--- src/rtl/keypad_calculator_if.sv ---
// Key input and display output bundle of the keypad calculator.
// The keypad side drives tipo/number; the calculator drives the display fields.
interface keypad_calculator_if;
  logic        tipo;
  logic [3:0]  number;
  logic [15:0] result;
  logic        ovf;
  logic        sign;

  modport master (output tipo, number, input result, ovf, sign);
  modport slave  (input tipo, number, output result, ovf, sign);
endinterface

--- src/rtl/keypad_calculator.sv ---
// Keypad calculator: key-event decoder FSM, two-operand store and a 16-bit display ALU.
// Each key press is acted on at the same rising edge it is first seen.
module keypad_calculator #(
  parameter int MAX_DIGITS = 4
) (
  input logic                 clk,
  input logic                 reset,
  keypad_calculator_if.slave  kp
);

  localparam int CW = $clog2(MAX_DIGITS + 1);
  localparam logic [CW-1:0] MAX_CNT = CW'(MAX_DIGITS);
  localparam logic [4:0]    IDLE_CODE = {1'b0, 4'hF};

  typedef enum logic [1:0] {OP1, OP2, RES} state_t;
  typedef enum logic [1:0] {OP_ADD, OP_SUB, OP_MUL} op_t;
  typedef enum logic [2:0] {K_NONE, K_DIGIT, K_ADD, K_SUB, K_MUL, K_EQ, K_CLR} key_t;

  state_t      state_q, state_d;
  op_t         op_q, op_d;
  logic [4:0]  prev_q;
  logic [15:0] reg1_q, reg1_d, reg2_q, reg2_d;
  logic [CW-1:0] cnt1_q, cnt1_d, cnt2_q, cnt2_d;
  logic [15:0] res_q, res_d;
  logic        res_sign_q, res_sign_d, res_ovf_q, res_ovf_d;

  key_t        key;
  logic [15:0] digit;
  logic [26:0] alu_mag;
  logic        alu_sign;
  op_t         key_op;

  assign digit = {12'd0, kp.number};

  // Key decode; X/Z or invalid codes fall to the default arm and are ignored.
  always_comb begin
    key = K_NONE;
    if (kp.tipo == 1'b0) begin
      case (kp.number)
        4'd0, 4'd1, 4'd2, 4'd3, 4'd4,
        4'd5, 4'd6, 4'd7, 4'd8, 4'd9: key = K_DIGIT;
        default:                      key = K_NONE;
      endcase
    end else if (kp.tipo == 1'b1) begin
      case (kp.number)
        4'hA:    key = K_ADD;
        4'hB:    key = K_SUB;
        4'hD:    key = K_MUL;
        4'hC:    key = K_EQ;
        4'hF:    key = K_CLR;
        default: key = K_NONE;
      endcase
    end
    if ({kp.tipo, kp.number} == prev_q) key = K_NONE;
  end

  always_comb begin
    case (key)
      K_SUB:   key_op = OP_SUB;
      K_MUL:   key_op = OP_MUL;
      default: key_op = OP_ADD;
    endcase
  end

  // ALU works at 27 bits so that 9999*9999 is exact before truncation.
  always_comb begin
    alu_sign = 1'b0;
    case (op_q)
      OP_SUB: begin
        if (reg2_q > reg1_q) begin
          alu_mag  = 27'(reg2_q - reg1_q);
          alu_sign = 1'b1;
        end else begin
          alu_mag  = 27'(reg1_q - reg2_q);
        end
      end
      OP_MUL:  alu_mag = 27'(reg1_q) * 27'(reg2_q);
      default: alu_mag = 27'(reg1_q) + 27'(reg2_q);
    endcase
  end

  // NOTE: every signal assigned here gets a default first so no latch is inferred.
  always_comb begin
    state_d    = state_q;
    op_d       = op_q;
    reg1_d     = reg1_q;
    reg2_d     = reg2_q;
    cnt1_d     = cnt1_q;
    cnt2_d     = cnt2_q;
    res_d      = res_q;
    res_sign_d = res_sign_q;
    res_ovf_d  = res_ovf_q;

    if (key == K_CLR) begin
      state_d    = OP1;
      op_d       = OP_ADD;
      reg1_d     = '0;
      reg2_d     = '0;
      cnt1_d     = '0;
      cnt2_d     = '0;
      res_d      = '0;
      res_sign_d = 1'b0;
      res_ovf_d  = 1'b0;
    end else begin
      case (state_q)
        OP1: begin
          if (key == K_DIGIT && cnt1_q < MAX_CNT) begin
            reg1_d = 16'(reg1_q * 16'd10) + digit;
            cnt1_d = cnt1_q + 1'b1;
          end else if (key == K_ADD || key == K_SUB || key == K_MUL) begin
            op_d    = key_op;
            reg2_d  = '0;
            cnt2_d  = '0;
            state_d = OP2;
          end
        end
        OP2: begin
          if (key == K_DIGIT && cnt2_q < MAX_CNT) begin
            reg2_d = 16'(reg2_q * 16'd10) + digit;
            cnt2_d = cnt2_q + 1'b1;
          end else if (key == K_ADD || key == K_SUB || key == K_MUL) begin
            op_d = key_op;
          end else if (key == K_EQ) begin
            res_d      = alu_mag[15:0];
            res_sign_d = alu_sign && (alu_mag != '0);
            res_ovf_d  = alu_mag > 27'd9999;
            state_d    = RES;
          end
        end
        RES: begin
          if (key == K_DIGIT) begin
            reg1_d     = digit;
            cnt1_d     = CW'(1);
            reg2_d     = '0;
            cnt2_d     = '0;
            res_d      = '0;
            res_sign_d = 1'b0;
            res_ovf_d  = 1'b0;
            state_d    = OP1;
          end else if ((key == K_ADD || key == K_SUB || key == K_MUL) &&
                       !res_sign_q && !res_ovf_q) begin
            // A chained result is never extended with more digits.
            reg1_d  = res_q;
            cnt1_d  = MAX_CNT;
            op_d    = key_op;
            reg2_d  = '0;
            cnt2_d  = '0;
            state_d = OP2;
          end
        end
        default: state_d = OP1;
      endcase
    end
  end

  // NOTE: sequential state uses non-blocking assignments only.
  always_ff @(posedge clk or negedge reset) begin
    if (!reset) begin
      state_q    <= OP1;
      op_q       <= OP_ADD;
      prev_q     <= IDLE_CODE;
      reg1_q     <= '0;
      reg2_q     <= '0;
      cnt1_q     <= '0;
      cnt2_q     <= '0;
      res_q      <= '0;
      res_sign_q <= 1'b0;
      res_ovf_q  <= 1'b0;
    end else begin
      state_q    <= state_d;
      op_q       <= op_d;
      prev_q     <= {kp.tipo, kp.number};
      reg1_q     <= reg1_d;
      reg2_q     <= reg2_d;
      cnt1_q     <= cnt1_d;
      cnt2_q     <= cnt2_d;
      res_q      <= res_d;
      res_sign_q <= res_sign_d;
      res_ovf_q  <= res_ovf_d;
    end
  end

  always_comb begin
    kp.result = '0;
    kp.sign   = 1'b0;
    kp.ovf    = 1'b0;
    case (state_q)
      OP1: kp.result = reg1_q;
      OP2: kp.result = reg2_q;
      RES: begin
        kp.result = res_q;
        kp.sign   = res_sign_q;
        kp.ovf    = res_ovf_q;
      end
      default: kp.result = '0;
    endcase
  end

endmodule

--- src/flat_wrapper.sv ---
// flat-port wrapper written by rule: the top's interface ports become plain ports
module keypad_calculator_flat 
#(
  parameter int MAX_DIGITS = 4
)
  (clk, reset, kp_tipo, kp_number, kp_result, kp_ovf, kp_sign);
  keypad_calculator_if kp_i ();
  input logic clk;
  input logic reset;
  input wire logic [$bits(kp_i.tipo)-1:0] kp_tipo;
  input wire logic [$bits(kp_i.number)-1:0] kp_number;
  output wire logic [$bits(kp_i.result)-1:0] kp_result;
  output wire logic [$bits(kp_i.ovf)-1:0] kp_ovf;
  output wire logic [$bits(kp_i.sign)-1:0] kp_sign;
  assign kp_i.tipo = kp_tipo;
  assign kp_i.number = kp_number;
  assign kp_result = kp_i.result;
  assign kp_ovf = kp_i.ovf;
  assign kp_sign = kp_i.sign;
  keypad_calculator #(.MAX_DIGITS(MAX_DIGITS)) u_core (.clk(clk), .reset(reset), .kp(kp_i));
endmodule
--- config.mk ---
export PLATFORM = sky130hd
export DESIGN_NAME = keypad_calculator_flat
export DESIGN_NICKNAME = d
export VERILOG_FILES = /design/src/rtl/keypad_calculator_if.sv /design/src/rtl/keypad_calculator.sv /design/src/flat_wrapper.sv
export SDC_FILE = /design/constraint.sdc
export NUM_CORES = 1
export LEC_CHECK = 0
export CAP_MARGIN = 15
export CORE_MARGIN = 2
export CORE_UTILIZATION = 59
export DETAILED_ROUTE_END_ITERATION = 12
export GPL_TIMING_DRIVEN = 0
export PLACE_DENSITY = 0.76
export SLEW_MARGIN = 20
export SYNTH_ARGS = -nofsm -noshare
export SYNTH_HDL_FRONTEND = slang
export SYNTH_SLANG_ARGS = --single-unit
export TNS_END_PERCENT = 100
--- constraint.sdc ---
create_clock -name clk -period 13.4 [get_ports clk]
set_input_delay 2.01 -clock clk [delete_from_list [all_inputs] [get_ports clk]]
set_output_delay 2.01 -clock clk [all_outputs]
set_load 0.03 [all_outputs]
* Word level (Yosys, flattened, before mapping) *
Memories as Yosys holds them, arrays and structs flattened.
Index checks and enable logic that the tools add are counted.

word-level totals
  memories = 1
  bits in registers = 65
  input port bits = 7
  bits in read-only memories = 16
  word-level logic and storage cells = 139

memory list
  name             words  width  rd ports  clocked after memory_dff  wr ports  RTL line                 RTL
  (no name shown)  16     1      1         0                         0         keypad_calculator.sv:39  case (kp.number)

operators by class
  add/subtract/negate cells = 7
  $lt $le $gt $ge = 4
  reductions and logical operators = 19
  multiply operators = 3
  mux-type cells = 68
  equal/unequal tests = 27

operator list
  kind                                                              number
  2-to-1 mux 16 bit                                                 15
  case mux 16 bit (3 select lines)                                  2
  case mux 16 bit (2 select lines)                                  2
  case mux 27 bit (2 select lines)                                  1
  2-to-1 mux 3 bit                                                  12
  subtractor 16 x 16 -> 17 bit                                      2
  adder 16 x 4 -> 16 bit                                            2
  multiplier 16 x 3 -> 15 bit (second input constant)               2
  2-to-1 mux 2 bit                                                  14
  greater-than comparator 27 x 14 -> 1 bit (second input constant)  1
  multiplier 16 x 16 -> 27 bit                                      1
  2-to-1 mux 27 bit                                                 1
  nonzero test 27 bit                                               1
  equality test 4 bit (second input constant)                       5
  inequality test 3 x 1 -> 1 bit (second input constant)            6
  adder 16 x 16 -> 17 bit                                           1
  greater-than comparator 16 bit                                    1
  case mux 3 bit (5 select lines)                                   1
  AND reduction 5 bit                                               3
  2-to-1 mux 1 bit                                                  13
  inequality test 3 x 2 -> 1 bit (second input constant)            4
  case mux 2 bit (3 select lines)                                   2
  equality test 3 bit (second input constant)                       3
  case mux 3 bit (3 select lines)                                   1
  other kinds (19)                                                  32

* Depth between registers and ports, before layout *
Gate-level depths: netlist of the first run.

  word-level depth = 13
  gate-level depth with buffers = 28
  mapped depth without buffers = 26

* Worst setup path before layout of the first run *
Ideal clock, no wire load.

  path kind = register to register
  from = register u_core.reg2_q[1]
  to = register u_core.res_sign_q
  buffers on the path = 2
  slack = 6.519 ns
  setup time = 0.141 ns
  arrival = 6.741 ns
  stages on the path, launching flop included = 25
  clock period less this slack = 6.881 ns
  cells stage by stage = dfrtp_1 > clkbuf_1 > clkbuf_1 > nand2_1 > fa_1 > fa_1 > inv_1 > fa_1 > fa_1 > fa_1 > inv_1 > fa_1 > inv_1 > ha_1 > a21oi_1 > inv_1 > or4_1 > a21oi_1 > o21ai_0 > or2_0 > a221oi_1 > a41oi_1 > o32a_1 > nor4b_2 > a32oi_1

on the way
  word-level cells in the longest chain between the ends = 10
  elaborated cells between the ends (all ways) = 16
  those cells by class = 3 x add/sub; 1 x mul; 1 x order compare; 9 x mux; 2 x reduce/logical

RTL lines
  item                                                                  RTL line                  RTL
  from (decl)                                                           keypad_calculator.sv:22   logic [15:0] reg1_q, reg1_d, reg2_q, reg2_d;
  from (signal assigned)                                                keypad_calculator.sv:174  reg2_q <= reg2_d;
  branches (longest 4 deep; another with multiplier 16 x 16 -> 27 bit)  n/a
  logical AND 1 bit *                                                   keypad_calculator.sv:125  res_sign_d = alu_sign && (alu_mag != '0);
  2-to-1 mux 1 bit *                                                    keypad_calculator.sv:123  end else if (key == K_EQ) begin
  2-to-1 mux 1 bit *                                                    keypad_calculator.sv:121  end else if (key == K_ADD || key == K_SUB || key == K_MUL) begin
  2-to-1 mux 1 bit *                                                    keypad_calculator.sv:118  if (key == K_DIGIT && cnt2_q < MAX_CNT) begin
  case mux 1 bit (2 select lines) *                                     keypad_calculator.sv:105  case (state_q)
  2-to-1 mux 1 bit *                                                    keypad_calculator.sv:94   if (key == K_CLR) begin
  to (signal assigned)                                                  keypad_calculator.sv:178  res_sign_q <= res_sign_d;
  to (decl)                                                             keypad_calculator.sv:25   logic res_sign_q, res_sign_d, res_ovf_q, res_ovf_d;

Mark *: on every way between the ends. The select of a mux whose other input is x is not followed.
A chain may end at the register's enable or synchronous reset.

* Worst setup path in the final report of the first run *
Same ends and word-level chain as after synthesis.

==> results.rst, run 1 <==
.. list-table::
   :header-rows: 1

   * - Metric
     - Value
   * - Internal
     - 1.30 mW
   * - Post-synthesis sequential area ratio
     - 0.105
   * - Area growth, synth to finish
     - 6.13%
   * - Largest net degree at the start of global routing
     - 53
   * - CP arrival
     - roughly 9.4 ns
   * - TritonCTS clock tree
     - built
   * - Post-synth EDFFs
     - 0
   * - Quantity of hold-fixing buffers added after cts
     - 0
   * - Die Outline Area
     - 0.0277 mm²
   * - HPWL Detailed
     - between 40 and 50 mm
   * - Post-CTS Resized
     - 0
   * - CTS sink cnt
     - 65
   * - Site Rows
     - ~60
   * - Category of the worst setup path launch point
     - register
   * - Area of all sequential standard cells
     - between 0.0015 and 0.002 mm²
   * - Total area of multi-input combinational cells
     - 0.0124 mm²
   * - Total gr overflow
     - 0
   * - Via count of the first global-routing pass
     - roughly 15000
   * - Number of buffers inserted by post-CTS setup repair
     - 0
   * - Number of H-tree levels
     - 3
   * - Post-Synthesis Cell Area
     - approximately 0.016 mm²
   * - Min-delay worst type
     - reg -> reg
   * - First-pass GRT wire length
     - ~83 mm
   * - Root buf cell
     - sky130_fd_sc_hd__clkbuf_16
   * - Vias per std cell
     - 6.37
   * - Max_slew headroom
     - 0.314
   * - Core region area
     - approximately 0.026 mm²
   * - Run status
     - completed
   * - Part of the total power dissipated in combinational logic
     - 0.814
   * - Nets
     - 2354
   * - Total Wirelength
     - approximately 53 mm
   * - Unique cell type count in the Yosys netlist
     - 89
   * - Maximum count of clock buffers along a single path
     - 2
   * - Clock period minus final worst setup slack
     - roughly 9 ns
   * - Max-Cap Viols
     - 0
   * - Clock-pin slew reported for the worst setup and hold paths after clock tree synthesis
     - approximately 0.05 ns
   * - Number of max-slew violations in the final report
     - 0
   * - Number of buffers created by CTS
     - 9
   * - Least-Margin Pin Slew
     - 1.03 ns
   * - Final setup violation count
     - 0
   * - Most common cell after layout, fill and taps aside
     - sky130_fd_sc_hd__inv_1
   * - Synth Flop Type
     - sky130_fd_sc_hd__dfrtp_1
   * - Initial Utilization
     - 0.600
   * - Share of layout cells above drive strength 1
     - 0.0319
   * - Number of standard cells in the final layout excluding fillers
     - about 2300
   * - Placed cell count
     - around 2300
   * - Post-place instance area
     - ~0.016 mm²
   * - Relative contribution of sequential cells to total power
     - 0.123
   * - Worst setup EP type
     - register
   * - Height of the chip
     - approximately 170 µm
   * - Period utilisation layout
     - 0.690
   * - Vias after detailed routing
     - between 10000 and 15000
   * - Insertion delay to the later sink of the worst-skew pair
     - 0.33 ns
   * - Net switching component of the power
     - just over 2 mW
   * - Final Hold Vio Count
     - 0
   * - Post-placement setup slack
     - around 4.3 ns
   * - Horiz. Die Dim
     - around 170 µm
   * - Final estimated routing congestion in global placement
     - between 1 and 1.5
   * - First drt pass iteration count
     - 7
   * - GR Util All Layers
     - 0.383
   * - Fin Setup TNS
     - 0 ns
   * - Number of DRC markers after the initial detailed-route iteration
     - roughly 1400
   * - Filler Cell Count
     - about 2300
   * - Antenna violations before repair
     - 0
   * - Max rail drop VDD
     - a little over 0.2 mV
   * - Count of yosys warnings during synthesis
     - 0
   * - Remaining routing DRC violations
     - 0
   * - Top-Level Pins
     - 25
   * - Power density over the cells
     - around 200 mW/mm²
   * - Kind of critical path
     - reg -> reg
   * - Final critical-path setup slack
     - 4.15 ns
   * - Count of state elements after synthesis
     - 65
   * - Port Buffers
     - 24
   * - Share of total power consumed by net switching
     - 0.609
   * - Synth Area per Inst
     - roughly 8.1 µm²
   * - Maximum fanout encountered on the critical timing path
     - 10
   * - Mean routed wirelength per cell
     - 22.9 µm
   * - Leakage Power
     - around 8.1 nW
   * - Endpoint required time on the critical path
     - approximately 14 ns
   * - Clock tree skew after final layout
     - about 0.0085 ns
   * - RSZ-0062 raised after global routing
     - no
   * - Highest clock frequency the design can meet
     - between 100 and 150 MHz
   * - Fraction of power consumed by the clock network
     - 0.063
   * - Finished layout cell area
     - between 0.015 and 0.02 mm²
   * - Most frequent cells in the layout
     - sky130_fd_sc_hd__inv_1 (297), sky130_fd_sc_hd__nand2_1 (242), sky130_fd_sc_hd__nor2_1 (196), sky130_fd_sc_hd__fa_1 (193), sky130_fd_sc_hd__ha_1 (187)
   * - Synthesized net count
     - approximately 2300
   * - Syn Inst Count
     - 1931
   * - Post-synth ARST share
     - 1.00
   * - Routed Antenna Nets
     - 0
## cell usage after synthesis (5+ instances only)
cell type	number	area share
sky130_fd_sc_hd__and3_1	9	0.0036
sky130_fd_sc_hd__a221oi_1	7	0.0039
sky130_fd_sc_hd__o211ai_1	14	0.0067
sky130_fd_sc_hd__xor2_1	30	0.017
sky130_fd_sc_hd__fa_1	193	0.25
sky130_fd_sc_hd__or3_1	5	0.0020
sky130_fd_sc_hd__dfrtp_1	61	0.098
sky130_fd_sc_hd__xnor2_1	47	0.026
sky130_fd_sc_hd__buf_2	12	0.0039
sky130_fd_sc_hd__ha_1	187	0.15
sky130_fd_sc_hd__mux2i_1	7	0.0045
sky130_fd_sc_hd__a21o_1	28	0.013
sky130_fd_sc_hd__nor2b_1	10	0.0040
sky130_fd_sc_hd__nor4_1	13	0.0052
sky130_fd_sc_hd__nor2_1	196	0.047
sky130_fd_sc_hd__o21ai_0	78	0.025
sky130_fd_sc_hd__a22o_1	23	0.013
sky130_fd_sc_hd__a211o_1	7	0.0039
sky130_fd_sc_hd__a211oi_1	18	0.0087
sky130_fd_sc_hd__clkbuf_1	74	0.018
sky130_fd_sc_hd__o31ai_1	20	0.0096
sky130_fd_sc_hd__a222oi_1	17	0.011
sky130_fd_sc_hd__nor3_1	34	0.011
sky130_fd_sc_hd__nand3_1	25	0.0080
sky130_fd_sc_hd__inv_1	297	0.071
sky130_fd_sc_hd__nand2_1	242	0.058
sky130_fd_sc_hd__and2_1	6	0.0024
sky130_fd_sc_hd__clkinv_1	8	0.0019
sky130_fd_sc_hd__nand4_1	12	0.0048
sky130_fd_sc_hd__o21bai_1	10	0.0048
sky130_fd_sc_hd__nand2b_1	14	0.0056
sky130_fd_sc_hd__a31oi_1	22	0.0088
sky130_fd_sc_hd__o21a_1	12	0.0058
sky130_fd_sc_hd__o22ai_1	6	0.0024
sky130_fd_sc_hd__a21oi_1	84	0.027
## final cells by class
cell class	instances	share of cell area
Sequential cell	65	0.0986
Clock buffer	12	0.0143
Buffer	92	0.0229
Timing Repair Buffer	25	0.0160
Clock inverter	4	0.00181
Inverter	308	0.0699
Antenna cell	2	0.000302
Tap cell	335	0.0253
Multi-Input combinational cell	1466	0.751
## cells by family (layout without fill, tap and decap cells)
family | count (synthesis) | after routing | synth area share
compound gates | 410 | 410 | 0.184
other cells | 0 | 2 | 0
xor+xnor | 77 | 77 | 0.0432
mux | 10 | 10 | 0.00666
buf+inv | 400 | 441 | 0.0984
simple gates | 589 | 589 | 0.166
flops | 65 | 65 | 0.105
fa+ha+maj | 380 | 380 | 0.398
## power by group through the flow
| stage | sequential [mW] | combinational, mW | clock (mW) |
|---|---|---|---|
| after floorplan | 0.323 | 1.87 | 0 |
| final | 0.409 | 2.71 | 0.211 |
| after global placement | 0.397 | 2.57 | 0 |
| after global routing | 0.408 | 2.95 | 0.218 |
| after detailed placement | 0.399 | 2.62 | 0 |
| after CTS | 0.397 | 2.64 | 0.211 |
## worst max-delay path, stage by stage (launching register included)
cell and delay [ns]:
sky130_fd_sc_hd__dfrtp_1 0.71, sky130_fd_sc_hd__clkbuf_1 0.83, sky130_fd_sc_hd__clkbuf_1 0.45, sky130_fd_sc_hd__nand2_1 0.16, sky130_fd_sc_hd__fa_1 0.53, sky130_fd_sc_hd__fa_1 0.55
sky130_fd_sc_hd__inv_1 0.06, sky130_fd_sc_hd__fa_1 0.48, sky130_fd_sc_hd__fa_1 0.51, sky130_fd_sc_hd__fa_1 0.49, sky130_fd_sc_hd__inv_1 0.05, sky130_fd_sc_hd__fa_1 0.47
sky130_fd_sc_hd__inv_1 0.04, sky130_fd_sc_hd__ha_1 0.33, sky130_fd_sc_hd__a21oi_1 0.39, sky130_fd_sc_hd__inv_1 0.06, sky130_fd_sc_hd__or4_1 0.60, sky130_fd_sc_hd__a21oi_1 0.32
sky130_fd_sc_hd__o21ai_0 0.17, sky130_fd_sc_hd__or2_0 0.24, sky130_fd_sc_hd__a221oi_1 0.31, sky130_fd_sc_hd__a41oi_1 0.35, sky130_fd_sc_hd__o32a_1 0.27, sky130_fd_sc_hd__nor4b_2 0.50
sky130_fd_sc_hd__a32oi_1 0.20
## registers in the layout (all words and copies together), names as in the netlist
| register | count |
|---|---|
| u_core.res_ovf_q | 1 |
| u_core.reg2_q | 16 |
| u_core.cnt1_q | 3 |
| u_core.state_q | 2 |
| u_core.res_q | 16 |
| u_core.reg1_q | 16 |
| u_core.prev_q | 5 |
| u_core.res_sign_q | 1 |
| u_core.cnt2_q | 3 |
| u_core.op_q | 2 |
## stage by stage
| step | utilization | total power, mW | hold slack (ns) |
|---|---|---|---|
| floorplan | - | 2.19 | 0.454 |
| global placement | 0.626 | 2.97 | 0.468 |
| detailed placement | 0.626 | 3.02 | 0.482 |
| CTS | 0.637 | 3.25 | 0.495 |
| global route | 0.637 | 3.58 | 0.531 |
| finish | 0.637 | 3.33 | 0.500 |
## worst paths after layout
check | cells after the start | from | to | slack [ns]
worst max register to register | 24 | u_core.reg2_q[1] | u_core.res_sign_q | 4.15
worst min-delay path | 2 | u_core.cnt1_q[1] | u_core.cnt1_q[1] | 0.50
worst min register to register | 2 | u_core.cnt1_q[1] | u_core.cnt1_q[1] | 0.50
max in group asynchronous | 2 | reset | u_core.prev_q[2] | 11.29
worst max-delay path | 24 | u_core.reg2_q[1] | u_core.res_sign_q | 4.15
min in group asynchronous | 1 | reset | u_core.reg2_q[4] | 1.53
## routing by layer
layer | part of all wire | up-vias | track usage
met1 | 0.39 | 7167 | 0.485
met5 | 0 | - | 0
met2 | 0.45 | 805 | 0.624
met3 | 0.093 | 215 | 0.0689
li1 | - | 6523 | -
met4 | 0.066 | 0 | 0.207
(Power assumes the default switching activity.)
==> run 2: changes to the inputs <==
--- a/config.mk
+++ b/config.mk
@@ -10,7 +10,7 @@
 export CORE_UTILIZATION = 59
 export DETAILED_ROUTE_END_ITERATION = 12
 export GPL_TIMING_DRIVEN = 0
-export PLACE_DENSITY = 0.76
+export PLACE_DENSITY = 0.79
 export SLEW_MARGIN = 20
 export SYNTH_ARGS = -nofsm -noshare
 export SYNTH_HDL_FRONTEND = slang
==> constraint.sdc (replaced) <==
create_clock -name clk -period 7.6 [get_ports clk]
set_input_delay 1.14 -clock clk [delete_from_list [all_inputs] [get_ports clk]]
set_output_delay 1.14 -clock clk [all_outputs]
set_load 0.03 [all_outputs]
==> results.rst, run 2 (same netlist as run 1, synthesis figures left out) <==
.. list-table::
   :header-rows: 1

   * - Metric
     - Value
   * - Run status
     - completed
   * - Number of buffers created by CTS
     - 9 (unchanged)
   * - Worst r2r src
     - u_core.reg1_q[7]
   * - Quantity of hold-fixing buffers added after cts
     - 0 (unchanged)
   * - CTS sink cnt
     - 65 (unchanged)
   * - Initial Utilization
     - 0.600 (unchanged)
   * - Leakage Power
     - 8.27 nW (+2.3%)
   * - Most frequent cells in the layout
     - sky130_fd_sc_hd__inv_1 (293), sky130_fd_sc_hd__nand2_1 (242), sky130_fd_sc_hd__nor2_1 (196), sky130_fd_sc_hd__fa_1 (193), sky130_fd_sc_hd__ha_1 (186)
   * - GR Util All Layers
     - 0.394 (+0.0110)
   * - TritonCTS clock tree
     - built
   * - Max-Cap Viols
     - 0 (unchanged)
   * - Final Hold Vio Count
     - 0 (unchanged)
   * - Vias after detailed routing
     - 14789 (+0.54%)
   * - Core region area
     - 0.0260 mm² (unchanged)
   * - Nets
     - 2365 (+0.47%)
   * - Root buf cell
     - sky130_fd_sc_hd__clkbuf_16
   * - Horiz. Die Dim
     - 167 µm (unchanged)
   * - Worst setup EP type
     - register
   * - First drt pass iteration count
     - 9 (+2)
   * - Highest clock frequency the design can meet
     - 134 MHz (+24%)
   * - Insertion delay to the later sink of the worst-skew pair
     - 0.34 ns (about the same)
   * - Port Buffers
     - 24 (unchanged)
   * - Cell repeated most along the worst path
     - sky130_fd_sc_hd__fa_1
   * - HPWL Detailed
     - 43.6 mm (+2.8%)
   * - Site Rows
     - 59 (unchanged)
   * - Total Wirelength
     - 54.4 mm (+3.0%)
   * - Inserted Diodes
     - 0 (-2)
   * - Via count of the first global-routing pass
     - 15054 (+1.9%)
   * - Worst R2R End
     - u_core.res_sign_q
   * - Category of the worst setup path launch point
     - register
   * - Top-Level Pins
     - 25 (unchanged)
   * - Largest regs
     - u_core.reg1_q (16), u_core.reg2_q (16), u_core.res_q (16)
   * - Power density over the cells
     - 362 mW/mm² (+80%)
   * - Min-delay worst type
     - reg -> reg
   * - Max rail drop VDD
     - 0.357 mV (+77%)
   * - Routed Antenna Nets
     - 0 (unchanged)
   * - Clock period minus final worst setup slack
     - 7.45 ns (-1.79 ns)
   * - CP arrival
     - 7.65 ns (-1.76 ns)
   * - Largest net degree at the start of global routing
     - 50 (-5.7%)
   * - Antenna violations before repair
     - 0 (unchanged)
   * - Max_slew headroom
     - 0.274 (-0.0394)
   * - Fin Setup TNS
     - 0 ns (unchanged)
   * - Number of DRC markers after the initial detailed-route iteration
     - 1472 (+5.4%)
   * - Endpoint required time on the critical path
     - 7.80 ns (-5.77 ns)
   * - Clock tree skew after final layout
     - 0.00968 ns (+0.00117 ns)
   * - Share of layout cells above drive strength 1
     - 0.0741 (+0.0422)
   * - Die Outline Area
     - 0.0277 mm² (unchanged)
   * - Startpoint of the most critical hold path
     - u_core.cnt1_q[1]
   * - Mean routed wirelength per cell
     - 23.5 µm (+2.6%)
   * - Count of cells along the worst hold path
     - 2 (unchanged)
   * - Remaining routing DRC violations
     - 0 (unchanged)
   * - Final setup violation count
     - 0 (unchanged)
   * - Most common cell after layout, fill and taps aside
     - sky130_fd_sc_hd__inv_1
   * - CP Launch Point
     - u_core.reg1_q[7]
   * - Total gr overflow
     - 0 (unchanged)
   * - Power, Total
     - 6.12 mW (+84%)
   * - Height of the chip
     - 167 µm (unchanged)
   * - Maximum fanout encountered on the critical timing path
     - 10 (unchanged)
   * - Maximum single-stage delay on the critical path
     - 0.65 ns (-0.18 ns)
   * - Least-Margin Pin Slew
     - 1.08 ns (+0.0500 ns)
   * - Vias per std cell
     - 6.38 (+0.15%)
   * - Number of H-tree levels
     - 3 (unchanged)
   * - Area growth, synth to finish
     - 8.46%
   * - First-pass GRT wire length
     - 84.4 mm (+2.3%)
   * - Worst reg2reg path depth
     - 25 (+4.2%)
   * - Maximum count of clock buffers along a single path
     - 2 (unchanged)
   * - Crit-path slowest cell
     - sky130_fd_sc_hd__dfrtp_1
   * - Kind of critical path
     - reg -> reg
   * - Number of max-slew violations in the final report
     - 0 (unchanged)
   * - Period utilisation layout
     - 0.981 (+0.291)
   * - Clock-pin slew reported for the worst setup and hold paths after clock tree synthesis
     - 0.06 ns (about the same)
   * - Worst-case hold path end point
     - u_core.cnt1_q[1]
   * - Final estimated routing congestion in global placement
     - 1.03 (+2.0%)
   * - Worst reg2reg setup slack
     - 0.15 ns (-4.01 ns)
-- run 2: cell count changes in the layout (fill, tap and decap cells not counted), sizes merged --
| cell | previous run | this run |
|---|---|---|
| diode | 2 | 0 |
| buf | 20 | 41 |
| clkinv | 11 | 9 |
| bufinv | 0 | 1 |
| inv | 300 | 298 |
| clkbuf | 86 | 73 |
| clkinvlp | 1 | 7 |
-- run 2: layout make-up --
type,instances,area (µm²)
clock inverters,7,77.6
inverters,308,1190
fillers,2207,9070
plain buffers,88,454
flip-flops and latches,65,1660
multi-input cells,1466,12500
clock buffers,9,225
well taps,335,419
repair buffers,40,378
-- run 2: worst max-delay path by stage --
stage / slack, ns / to
final: 0.15 / u_core.res_sign_q
after global placement: -1.60 / u_core.res_sign_q
after global routing: -0.05 / u_core.res_sign_q
after detailed placement: -1.72 / u_core.res_sign_q
after CTS: 0.002 / u_core.res_sign_q
after floorplan: 0.72 / u_core.res_sign_q
-- run 2: what timing repair did --
item / in CTS / in global routing
endpoints found under the setup margin: 5 / 2
pin swaps: 2 / 2
buffers inserted: 3 / 12
resized for setup: 62 / 45
-- run 2: per-layer routing --
metal,vias to the layer above,share of wire,global-route usage
li1,6547,-,-
met1,7237,0.38,0.496
met2,830,0.46,0.645
met3,175,0.098,0.0718
met4,0,0.063,0.213
met5,-,0,0
-- run 2: critical path: cells and delay by family (launching register included) --
kind / cells / cell delay, ns
buffers and inverters: 6 / 0.91
adders and majority gates: 7 / 3.11
xor gates and xnor gates: 1 / 0.15
DFF: 1 / 0.65
AOI/OAI and AO/OA: 9 / 2.06
and+or+nand+nor: 2 / 0.42
-- run 2: power breakdown --
group	total [mW]	internal (mW)	leakage, nW	switching [mW]
combinational	4.99	1.73	7.31	3.27
sequential	0.710	0.460	0.807	0.250
clock	0.421	0.257	0.146	0.165
total	6.12	2.44	8.27	3.68
-- run 2: metrics by stage --
step	cell area (µm²)	std cells	setup WS (ns)	hold slack, ns	utilization
after floorplan	15600	1931	0.719	0.454	-
after global placement	16300	2290	-1.60	0.468	0.626
after detailed placement	16300	2291	-1.72	0.478	0.626
after CTS	16700	2310	0.00201	0.492	0.645
after global routing	16900	2318	-0.0537	0.521	0.651
final	16900	2318	0.146	0.490	0.651
